**src/rtl/ps2_rx_deserializer_if.sv**
```systemverilog
// Receive-side bundle of the PS/2 deserializer: byte, strobes and busy flag.
// The deserializer drives it through the master modport; consumers use slave.
interface ps2_rx_deserializer_if;
  logic [7:0] received_data;
  logic       received_data_en;
  logic       parity_err;
  logic       frame_err;
  logic       busy;

  modport master (
    output received_data,
    output received_data_en,
    output parity_err,
    output frame_err,
    output busy
  );

  modport slave (
    input received_data,
    input received_data_en,
    input parity_err,
    input frame_err,
    input busy
  );
endinterface

```
**src/rtl/ps2_rx_deserializer.sv**
```systemverilog
// PS/2 device-to-host frame receiver: synchronizer, clock glitch filter, frame FSM.
// Define PS2_RX_PARITY_CHECK_EN to drop odd-parity failures and pulse parity_err.
module ps2_rx_deserializer #(
  parameter int FILTER_LEN     = 8,
  parameter int TIMEOUT_CYCLES = 50000
) (
  input  logic                  CLOCK,
  input  logic                  resetn,
  input  logic                  ps2_clk,
  input  logic                  ps2_dat,
  ps2_rx_deserializer_if.master bus
);

  localparam int FW = $clog2(FILTER_LEN + 1);
  localparam int TW = $clog2(TIMEOUT_CYCLES + 1);

  typedef enum logic [1:0] {IDLE, DATA, PARITY, STOP} state_t;

  logic          clk_s1_q, clk_s2_q, dat_s1_q, dat_s2_q;
  logic          filt_q, filt_d;
  logic [FW-1:0] flt_cnt_q, flt_cnt_d;
  logic          fall_q, fall_d;
  state_t        state_q, state_d;
  logic [2:0]    bit_cnt_q, bit_cnt_d;
  logic [7:0]    shift_q, shift_d;
  logic [TW-1:0] to_cnt_q, to_cnt_d;
  logic [7:0]    data_q, data_d;
  logic          data_en_q, data_en_d;
  logic          parity_err_q, parity_err_d;
  logic          frame_err_q, frame_err_d;
  logic          busy_q, busy_d;
  logic          timeout;
`ifdef PS2_RX_PARITY_CHECK_EN
  logic          par_q, par_d;
`endif

  // Filtered clock flips only after FILTER_LEN consecutive samples disagree with it.
  always_comb begin
    filt_d    = filt_q;
    flt_cnt_d = '0;
    if (clk_s2_q != filt_q) begin
      if (flt_cnt_q == FW'(FILTER_LEN - 1)) begin
        filt_d = clk_s2_q;
      end else begin
        flt_cnt_d = flt_cnt_q + FW'(1);
      end
    end
    fall_d = filt_q & ~filt_d;
  end

  assign timeout = (state_q != IDLE) && (to_cnt_q == TW'(TIMEOUT_CYCLES - 1));

  always_comb begin
    state_d      = state_q;
    bit_cnt_d    = bit_cnt_q;
    shift_d      = shift_q;
    data_d       = data_q;
    data_en_d    = 1'b0;
    parity_err_d = 1'b0;
    frame_err_d  = 1'b0;
`ifdef PS2_RX_PARITY_CHECK_EN
    par_d        = par_q;
`endif
    if (state_q == IDLE || fall_q) begin
      to_cnt_d = '0;
    end else begin
      to_cnt_d = to_cnt_q + TW'(1);
    end

    // A timeout takes priority over a fall arriving on the same cycle.
    if (timeout) begin
      state_d     = IDLE;
      frame_err_d = 1'b1;
      bit_cnt_d   = '0;
      shift_d     = '0;
    end else if (fall_q) begin
      case (state_q)
        IDLE: begin
          if (!dat_s2_q) begin
            state_d   = DATA;
            bit_cnt_d = '0;
          end
        end
        DATA: begin
          shift_d   = {dat_s2_q, shift_q[7:1]};
          bit_cnt_d = bit_cnt_q + 3'd1;
          if (bit_cnt_q == 3'd7) begin
            state_d = PARITY;
          end
        end
        PARITY: begin
`ifdef PS2_RX_PARITY_CHECK_EN
          par_d = dat_s2_q;
`endif
          state_d = STOP;
        end
        STOP: begin
          state_d = IDLE;
          if (dat_s2_q) begin
`ifdef PS2_RX_PARITY_CHECK_EN
            if (^{shift_q, par_q}) begin
              data_d    = shift_q;
              data_en_d = 1'b1;
            end else begin
              parity_err_d = 1'b1;
            end
`else
            data_d    = shift_q;
            data_en_d = 1'b1;
`endif
          end else begin
            frame_err_d = 1'b1;
          end
        end
        default: state_d = IDLE;
      endcase
    end
    busy_d = (state_d != IDLE);
  end

  // Sync flops and filtered clock reset to the idle-high bus level.
  always_ff @(posedge CLOCK or negedge resetn) begin
    if (!resetn) begin
      clk_s1_q     <= 1'b1;
      clk_s2_q     <= 1'b1;
      dat_s1_q     <= 1'b1;
      dat_s2_q     <= 1'b1;
      filt_q       <= 1'b1;
      flt_cnt_q    <= '0;
      fall_q       <= 1'b0;
      state_q      <= IDLE;
      bit_cnt_q    <= '0;
      shift_q      <= '0;
      to_cnt_q     <= '0;
      data_q       <= '0;
      data_en_q    <= 1'b0;
      parity_err_q <= 1'b0;
      frame_err_q  <= 1'b0;
      busy_q       <= 1'b0;
`ifdef PS2_RX_PARITY_CHECK_EN
      par_q        <= 1'b0;
`endif
    end else begin
      clk_s1_q     <= ps2_clk;
      clk_s2_q     <= clk_s1_q;
      dat_s1_q     <= ps2_dat;
      dat_s2_q     <= dat_s1_q;
      filt_q       <= filt_d;
      flt_cnt_q    <= flt_cnt_d;
      fall_q       <= fall_d;
      state_q      <= state_d;
      bit_cnt_q    <= bit_cnt_d;
      shift_q      <= shift_d;
      to_cnt_q     <= to_cnt_d;
      data_q       <= data_d;
      data_en_q    <= data_en_d;
      parity_err_q <= parity_err_d;
      frame_err_q  <= frame_err_d;
      busy_q       <= busy_d;
`ifdef PS2_RX_PARITY_CHECK_EN
      par_q        <= par_d;
`endif
    end
  end

  assign bus.received_data    = data_q;
  assign bus.received_data_en = data_en_q;
  assign bus.parity_err       = parity_err_q;
  assign bus.frame_err        = frame_err_q;
  assign bus.busy             = busy_q;

endmodule

```
**src/flat_wrapper.sv**
```systemverilog
// flat-port wrapper written by rule: the top's interface ports become plain ports
module ps2_rx_deserializer_flat 
#(
  parameter int FILTER_LEN     = 8,
  parameter int TIMEOUT_CYCLES = 50000
)
  (CLOCK, resetn, ps2_clk, ps2_dat, bus_received_data, bus_received_data_en, bus_parity_err, bus_frame_err, bus_busy);
  ps2_rx_deserializer_if bus_i ();
  input  logic CLOCK;
  input  logic resetn;
  input  logic ps2_clk;
  input  logic ps2_dat;
  output wire logic [$bits(bus_i.received_data)-1:0] bus_received_data;
  output wire logic [$bits(bus_i.received_data_en)-1:0] bus_received_data_en;
  output wire logic [$bits(bus_i.parity_err)-1:0] bus_parity_err;
  output wire logic [$bits(bus_i.frame_err)-1:0] bus_frame_err;
  output wire logic [$bits(bus_i.busy)-1:0] bus_busy;
  assign bus_received_data = bus_i.received_data;
  assign bus_received_data_en = bus_i.received_data_en;
  assign bus_parity_err = bus_i.parity_err;
  assign bus_frame_err = bus_i.frame_err;
  assign bus_busy = bus_i.busy;
  ps2_rx_deserializer #(.FILTER_LEN(FILTER_LEN), .TIMEOUT_CYCLES(TIMEOUT_CYCLES)) u_core (.CLOCK(CLOCK), .resetn(resetn), .ps2_clk(ps2_clk), .ps2_dat(ps2_dat), .bus(bus_i));
endmodule
```
**config.mk**
```make
export PLATFORM = sky130hd
export DESIGN_NAME = ps2_rx_deserializer_flat
export DESIGN_NICKNAME = d
export VERILOG_FILES = /design/src/rtl/ps2_rx_deserializer_if.sv /design/src/rtl/ps2_rx_deserializer.sv /design/src/flat_wrapper.sv
export SDC_FILE = /design/constraint.sdc
export NUM_CORES = 1
export LEC_CHECK = 0
export CORE_MARGIN = 2
export CORE_UTILIZATION = 50
export CTS_CLUSTER_SIZE = 40
export DETAILED_ROUTE_END_ITERATION = 7
export PLACE_DENSITY_LB_ADDON = 0.3
export SETUP_SLACK_MARGIN = 0.05
export SYNTH_ARGS = -nofsm -noshare
export SYNTH_HDL_FRONTEND = slang
export SYNTH_SLANG_ARGS = --single-unit
```
**constraint.sdc**
```tcl
create_clock -name CLOCK -period 3.6 [get_ports CLOCK]
set_input_delay 0.36 -clock CLOCK [delete_from_list [all_inputs] [get_ports CLOCK]]
set_output_delay 0.36 -clock CLOCK [all_outputs]
set_load 0.005 [all_outputs]
```
* Word level (Yosys, flattened, before mapping)
Index checks and enable logic that the tools add are counted.
** Operators by class
- $add $sub $neg :: 3
- Eq/ne operators :: 8
- Mux-type cells :: 25
- Bitwise operators :: 3
- Reduce and logical (&&, ||, !) cells :: 11
** Operator list (count)
- $mux W8 :: 3
- $add A16 B1 Y16 const B :: 1
- $eq A16 B16 Y1 const B :: 1
- $mux W16 :: 1
- $mux W1 :: 10
- $mux W3 :: 3
- $mux W2 :: 4
- $mux W4 :: 2
- $pmux W2 S4 :: 1
- $reduce_bool A2 Y1 :: 4
- $pmux W3 S2 :: 1
- $add A4 B1 Y4 const B :: 1
- $eq A2 B2 Y1 const B :: 2
- $eq A4 B3 Y1 const B :: 1
- $reduce_and A4 Y1 :: 1
- $add A3 B1 Y3 const B :: 1
- $eq A3 B3 Y1 const B :: 1
- $ne A3 B3 Y1 const B :: 1
- $reduce_and A3 Y1 :: 1
- $reduce_bool A3 Y1 :: 1
- $eq A2 B1 Y1 const B :: 1
- $logic_not A2 Y1 :: 1
- $not A1 Y1 :: 2
- $reduce_and A2 Y1 :: 1
- other kinds (4) :: 4
** Storage, ports and cells
- Logic and storage cells :: 65
- Input bits :: 4
- Register bits :: 50
- Output and inout bits :: 12

* Logic depth before layout (Yosys ltp)
Gate-level depths: netlist (run 1).
- Depth after elaboration :: 6
- Mapped depth :: 7
- Gate-level depth less buffers :: 5

* Least setup slack after synthesis (run 1)
No wires, ideal clock.
- Path kind :: reg-to-reg
- From :: register u_core.to_cnt_q[5]
- To :: register u_core.bit_cnt_q[1]
- Library setup time :: 0.132 ns
- Stages on the path, launching flop included :: 6
- Data arrival time :: 1.876 ns
- Period minus slack after synthesis :: 2.008 ns
- Setup slack :: 1.592 ns
- Data required time :: 3.468 ns
- Path buffers :: 1
- Cells stage by stage :: dfrtp_1 or4b_4 or4_1 buf_6 nor2_8 o211ai_2
** Between the ends
- Word-level cells in the longest chain between the ends :: 4
- Elaborated cells between the ends (all ways) :: 7
- Those cells by class :: 2 x eq/ne; 1 x mux; 4 x reduce/logical
** Ends and longest elaborated chain
- start, declared :: line ps2_rx_deserializer.sv:26 : logic [TW-1:0] to_cnt_q, to_cnt_d;
- start signal, assigned :: line ps2_rx_deserializer.sv:154 : to_cnt_q <= to_cnt_d;
- $eq A16 B16 Y1 (*) :: line ps2_rx_deserializer.sv:51 : assign timeout = (state_q != IDLE) && (to_cnt_q == TW'(TIMEOUT_CYCLES - 1));
- $logic_and A1 B1 Y1 (*) :: line ps2_rx_deserializer.sv:51
- $ne A3 B3 Y1 (no line), or another cell as far along
- $reduce_and A3 Y1 (no line)
- end signal, assigned :: line ps2_rx_deserializer.sv:152 : bit_cnt_q <= bit_cnt_d;
- end, declared :: line ps2_rx_deserializer.sv:24 : logic [2:0] bit_cnt_q, bit_cnt_d;
Mark *: on every way between the ends. The rest lies on a longest branch, timed or not.
A chain may end at the register's enable or synchronous reset.

* Worst setup path after layout (run 1)
- From :: register u_core.state_q[1]
- To :: register u_core.to_cnt_q[11]
** Between the ends
- Word-level cells in the longest chain between the ends :: 3
** Ends and longest elaborated chain
- start, declared :: line ps2_rx_deserializer.sv:23 : state_t state_q, state_d;
- start signal, assigned :: line ps2_rx_deserializer.sv:151 : state_q <= state_d;
- $logic_not A2 Y1 :: line ps2_rx_deserializer.sv:64 : if (state_q == IDLE || fall_q) begin
- $logic_or A1 B1 Y1 :: line ps2_rx_deserializer.sv:64
- $mux W16 :: line ps2_rx_deserializer.sv:64
- via u_core.to_cnt_d[11] :: line ps2_rx_deserializer.sv:26
The timed path passes the listed nets, and every way through them passes these cells.

==> qor.csv, run 1 <==
metric;value;unit
outcome;complete, no violations;
fin_crit;2.227;ns
first_iter_violations;99;
power_density;459.7;nW/um2
die_w;71.93;um
drc_errors;0;
dp_hpwl;2.622;mm
drive_above_1_share;14.29;%
dr.pass1.iters;4;
synthToLayoutAreaGrowth;11.28;%
tns;0;ns
synth_fa_ha_area_share;2.169;%
slew_headroom;48.34;%
slowest_stage;or2_0;
grt_pass1_wl;6.762;mm
synth-main-ff-cell;dfrtp_1;
pin_count;16;
detail_route.vias_per_cell;5.580;
wl_per_cell;14.19;um
syn_area;2307;um2
ys_warn_count;0;
leakage;0.001149;uW
wl_met1;1.848;mm
met2_length;1.831;mm
cts_sinks;50;
pre_cts_ws;1.362;ns
synth_top_family_by_area;simple AND/OR/NAND/NOR gates;
cts_hold_buffers;0;
crit_required;3.79;ns
cpMostUsedCell;nor2_1;
cap_violations;0;
portBuffers;14;
synth_cell_type_count;47;
synth-simple-area-share;19.31;%
clk_path_buf_depth;2;
synthTopCellsByArea;dfrtp_1 49%, dfstp_2 5.7%, mux2_4 5.2%;
grt_use_total;16.58;%
finalClockSkew;0.006985;ns
fin_ws;1.373;ns
layout_common_cells;45 x dfrtp_1, 17 x nor2_1, 16 x nand2_1;
gp_congestion;0.7920;
ys_seq_elements;50;
cts-root-buf;clkbuf_8;
dieArea;5174;um2
syn_inst;204;
synth-seq-area-share;54.50;%
drt-total-wl;3.818;mm
vias;1501;
path_class;flip-flop to flip-flop;
top_layer;met4;
grt_pass1_vias;1446;
slowest_delay;0.67;ns
clkSlewWorstSetupHoldPaths;0.09;ns
wl_met3;109;um
path_cells;nor2_1 -> or2_0 -> nor2_1 -> a41o_1;
synth-edff-count;0;
synth_top_area_share;48.81;%
min_period_over_period;61.87;%
finalHoldViolations;0;
post_cts_resized;0;
startpoint_type;flip-flop;
finalNetCount;224;
worstHoldPathType;input pin to async pin;
num_rows;24;
worstPathArrival;2.42;ns
numCtsBuffers;5;
max-vdd-ir-drop;0.0003804;V
slew_viol_final;0;
insertion_delay;0.29;ns
yosys-mux-area-fraction;6.128;%
core-area;4414;um2
end_kind;flip-flop;
final_cells;269;
rsz0062_at_grt;no;
max_freq;449.0;MHz
ant_nets;0;
post_cts_buffers;0;
mostFrequentLayoutCell;dfrtp_1;
diodes;0;
avgSynthCellArea;11.31;um2
synthArstFlopShare;100.0;%
overflow;0;
htreeDepth;2;
synth_xor_area_share;4.555;%
die_h;71.93;um
initial_core_util;52.27;%
tightestPinTransition;0.7720;ns
syn-num-nets;212;
dp.cells;261;
antenna_found_initial;0;
synth_compound_area_share;10.09;%
critPathMaxFanout;18;
grt_max_degree;33;
fillers;392;
finalSetupViolations;0;
tritoncts;done;
yosysTopAreaCell;dfrtp_1;
-- power breakdown --
group | switching (uW) | total (uW) | internal (uW)
clock network | 181 | 339 | 158
registers | 51.5 | 677 | 625
logic | 82.8 | 165 | 81.8
-- critical path, delay by kind of cell (launching register included) --
family / cells / cell delay, ns
AO/OA/AOI/OAI: 1 / 0.26
flip-flops: 1 / 0.57
AND/OR/NAND/NOR: 3 / 1.28
-- layout make-up --
| class | instances | area [um2] | area share [%] |
|---|---|---|---|
| Sequential cell | 50 | 1257 | 48.98 |
| Multi-Input combinational cell | 140 | 984.7 | 38.35 |
| Timing Repair Buffer | 16 | 150.1 | 5.848 |
| Clock buffer | 6 | 82.58 | 3.216 |
| Tap cell | 52 | 65.06 | 2.534 |
| Clock inverter | 2 | 16.27 | 0.6335 |
| Inverter | 3 | 11.26 | 0.4386 |
-- kinds of logic (layout without fill, tap and decap cells) --
group                      Yosys count  count (layout)
and+or+nand+nor                     76              76
DFF                                 50              50
AOI/OAI and AO/OA                   37              37
buffers and inverters               14              27
xor gates and xnor gates            12              12
muxes                               10              10
adders and majority gates            4               4
other                                1               1
-- registers in the layout (all words and copies together) (netlist names) --
name,flops
u_core.bit_cnt_q,3
u_core.dat_s1_q,1
u_core.dat_s2_q,1
u_core.clk_s2_q,1
u_core.fall_q,1
u_core.flt_cnt_q,4
u_core.bus.busy,1
u_core.bus.received_data_en,1
u_core.bus.received_data,8
u_core.state_q,2
u_core.filt_q,1
u_core.shift_q,8
u_core.bus.frame_err,1
u_core.to_cnt_q,16
u_core.clk_s1_q,1
-- through the flow --
stage / area, um2 / power [uW] / hold WS [ns] / utilization, %
finish: 2567 / 1180 / 0.1024 / 58.16
detailed placement: 2469 / 855.3 / 0.3501 / 55.92
floorplan: 2307 / 804.5 / 0.06441 / -
global route: 2567 / 1256 / 0.1472 / 58.16
CTS: 2567 / 1201 / 0.1143 / 58.16
global placement: 2469 / 849.3 / 0.3468 / 55.92
-- routing by layer --
layer / GRT usage, % / up-vias
li1: - / 737
met1: 22.71 / 736
met2: 27.26 / 24
met3: 3.333 / 4
met4: 4.403 / 0
met5: 0 / -
-- final timing paths --
| kind | to | start | slack (ns) | cells after the start |
|---|---|---|---|---|
| min in group CLOCK | u_core.dat_s2_q$_DFF_PN1_ | u_core.dat_s1_q$_DFF_PN1_ | 0.36 | 0 |
| worst max-delay path | u_core.to_cnt_q[11]$_DFF_PN0_ | u_core.state_q[1]$_DFF_PN0_ | 1.37 | 4 |
| worst min-delay path | u_core.bus.received_data[5]$_DFFE_PN0P_ | resetn | 0.10 | 1 |
| worst min register to register | u_core.dat_s2_q$_DFF_PN1_ | u_core.dat_s1_q$_DFF_PN1_ | 0.36 | 0 |
| worst max register to register | u_core.to_cnt_q[11]$_DFF_PN0_ | u_core.state_q[1]$_DFF_PN0_ | 1.37 | 4 |
| max in group asynchronous | u_core.clk_s1_q$_DFF_PN1_ | resetn | 2.72 | 2 |
-- cells in the mapped netlist (2+ instances only) --
library cell and n:
or3_1 2, clkbuf_1 8, or4_1 2, and4_1 3, o211ai_2 2, xnor2_1 6, o21a_1 2, nor3b_1 2
a21oi_1 11, dfstp_2 5, dfrtp_1 45, inv_1 3, mux2_4 8, nor2b_1 2, and3_1 2, nand2b_1 3
buf_6 2, nor2_1 17, o21ai_1 2, ha_1 4, and2_1 4, o21ai_0 12, nand2_1 16, xor2_1 6
nand4_1 4, nand3_1 9, nand3b_1 2
(Power assumes the default switching activity.)
==> run 2, diff against run 1 <==
==> constraint.sdc (replaced) <==
create_clock -name CLOCK -period 2.2 [get_ports CLOCK]
set_input_delay 0.22 -clock CLOCK [delete_from_list [all_inputs] [get_ports CLOCK]]
set_output_delay 0.22 -clock CLOCK [all_outputs]
set_load 0.005 [all_outputs]
==> run 2 against run 1 <==
Net effect: die area unchanged; worst setup slack worse by 1.2 ns; maximum frequency up 8.2%; clock skew up 0.00084 ns; count of clock-buffer cells in the layout up 2; power up 62%; global-route usage up 1.0 points; clock power up 47%; critical endpoint is now u_core.bit_cnt_q[2]$_DFFE_PN0P_; largest cell class unchanged.
==> qor.csv, run 2 (synthesized netlist as in run 1, its figures left out) <==
metric;value;unit;change
outcome;complete, no violations;;
vias;1554;;+3.5%
slew_headroom;56.66;%;+8.3 points
max-vdd-ir-drop;0.0003669;V;-3.5%
cts_sinks;50;;unchanged
diodes;0;;unchanged
max_freq;485.7;MHz;+8.2%
r2r_slack;0.14;ns;-1.23 ns
clkSlewWorstSetupHoldPaths;0.08;ns;about the same
gp_congestion;0.8047;;+1.6%
slew_viol_final;0;;unchanged
tightestPinTransition;0.6477;ns;-0.1244 ns
hold_end;u_core.dat_s1_q$_DFF_PN1_;;
insertion_delay;0.29;ns;about the same
top_register;u_core.to_cnt_q;;
worstHoldPathType;input pin to flip-flop;;
grt_max_degree;27;;-18%
num_rows;24;;unchanged
antenna_found_initial;0;;unchanged
crit_required;2.38;ns;-1.41 ns
core-area;4414;um2;unchanged
min_period_over_period;93.59;%;+32 points
drc_errors;0;;unchanged
critPathMaxFanout;10;;-8
slowest_delay;0.63;ns;-0.04 ns
hp-start;ps2_dat;;
initial_core_util;52.27;%;unchanged
largest_reg_flops;16;;unchanged
finalNetCount;234;;+4.5%
hold_slack;0.3273;ns;+0.2249 ns
dieArea;5174;um2;unchanged
die_h;71.93;um;unchanged
die_w;71.93;um;unchanged
utilization;60.15;%;+2.0 points
portBuffers;14;;unchanged
slowest_stage;or4_4;;
dp_hpwl;2.845;mm;+8.5%
worst_r2r_endpoint;u_core.bit_cnt_q[2]$_DFFE_PN0P_;;
drive_above_1_share;16.74;%;+2.5 points
htreeDepth;2;;unchanged
power_density;718.4;nW/um2;+56%
tns;0;ns;unchanged
startpoint_type;flip-flop;;
critical-path-top-delay-family;simple AND/OR/NAND/NOR gates;;
first_iter_violations;66;;-33%
path_class;flip-flop to flip-flop;;
wl_per_cell;14.40;um;+1.5%
leakage;0.001201;uW;+4.5%
ant_nets;0;;unchanged
cap_violations;0;;unchanged
finalHoldViolations;0;;unchanged
dr.pass1.iters;4;;unchanged
multiInputGateArea;988.4;um2;+0.38%
grt_pass1_wl;7.086;mm;+4.8%
detail_route.vias_per_cell;5.570;;-0.18%
rsz0062_at_grt;no;;
numCtsBuffers;5;;unchanged
fin_ws;0.1411;ns;-1.232 ns
path_cells;or4b_4 -> or4_4 -> nor2_8 -> o211ai_2;;
fillers;368;;-6.1%
layout_common_cells;45 x dfrtp_1, 17 x nor2_1, 16 x nand2_1;;
worstPathArrival;2.24;ns;-0.18 ns
synthToLayoutAreaGrowth;15.08;%;
r2r-start;u_core.to_cnt_q[5]$_DFF_PN0_;;
grt_pass1_vias;1575;;+8.9%
cts-root-buf;clkbuf_8;;
post_cts_buffers;0;;unchanged
hold_depth;1;;
overflow;0;;unchanged
ff2ff_path_depth;4;;unchanged
finalClockSkew;0.007824;ns;+0.0008386 ns
grt_use_total;17.59;%;+1.0 points
path_buf_inv;0;;unchanged
pin_count;16;;unchanged
fin_crit;2.059;ns;-0.1683 ns
drt-total-wl;4.018;mm;+5.2%
mostFrequentLayoutCell;dfrtp_1;;
finalSetupViolations;0;;unchanged
regArea;1257;um2;unchanged
clk_path_buf_depth;2;;unchanged
end_kind;flip-flop;;
tritoncts;done;;
pre_cts_ws;-0.003182;ns;-1.365 ns
run 2: routing by layer:
metal	vias to the layer above	routed length (um)	track usage [%]
met5	-	0	0
met4	0	36	5.031
met3	5	114	4.167
met2	21	2131	30.86
met1	771	1736	21.77
li1	757	-	-
run 2: final cells by class:
type | instances | share of cell area [%]
inverters | 3 | 0.4241
well taps | 52 | 2.451
clock buffers | 8 | 3.016
multi-input cells | 140 | 37.23
flip-flops and latches | 50 | 47.36
repair buffers | 26 | 9.519
run 2: timing repair:
action,4_1_cts,5_1_grt
setup endpoints to repair,8,0
hold buffers,1,0
resized for setup,1,0
endpoints found under the hold margin,23,0
run 2: power breakdown:
| part | leakage, uW | total [uW] | internal (uW) | switching [uW] |
|---|---|---|---|---|
| Sequential | 0.000656 | 1110 | 1020 | 85.7 |
| Combinational | 0.000506 | 300 | 153 | 147 |
| Clock | 0.0000395 | 498 | 226 | 272 |
run 2: metrics by stage:
step,total power (uW),std cells,cell area (um2)
floorplan,1316,204,2307
CTS,1931,279,2655
global route,2020,279,2655
detailed placement,1418,270,2561
global placement,1407,270,2561
finish,1907,279,2655
run 2: worst register-to-register path, cell delays in order (launching register included):
cell and delay, ns:
dfrtp_1 0.41, or4b_4 0.58, or4_4 0.63, nor2_8 0.22
o211ai_2 0.11
run 2: worst max path at each step:
stage	from	to	slack (ns)	cells past startpoint
6_report	u_core.to_cnt_q[5]$_DFF_PN0_	u_core.bit_cnt_q[2]$_DFFE_PN0P_	0.14	4
3_3_place_gp	u_core.to_cnt_q[5]$_DFF_PN0_	u_core.bit_cnt_q[1]$_DFFE_PN0P_	0.05	4
2_1_floorplan	u_core.to_cnt_q[5]$_DFF_PN0_	u_core.bit_cnt_q[1]$_DFFE_PN0P_	0.19	5
3_5_place_dp	u_core.to_cnt_q[5]$_DFF_PN0_	u_core.bit_cnt_q[2]$_DFFE_PN0P_	-0.003	4
5_1_grt	u_core.to_cnt_q[5]$_DFF_PN0_	u_core.bit_cnt_q[2]$_DFFE_PN0P_	0.07	4
4_1_cts	u_core.to_cnt_q[5]$_DFF_PN0_	u_core.bit_cnt_q[1]$_DFFE_PN0P_	0.14	4
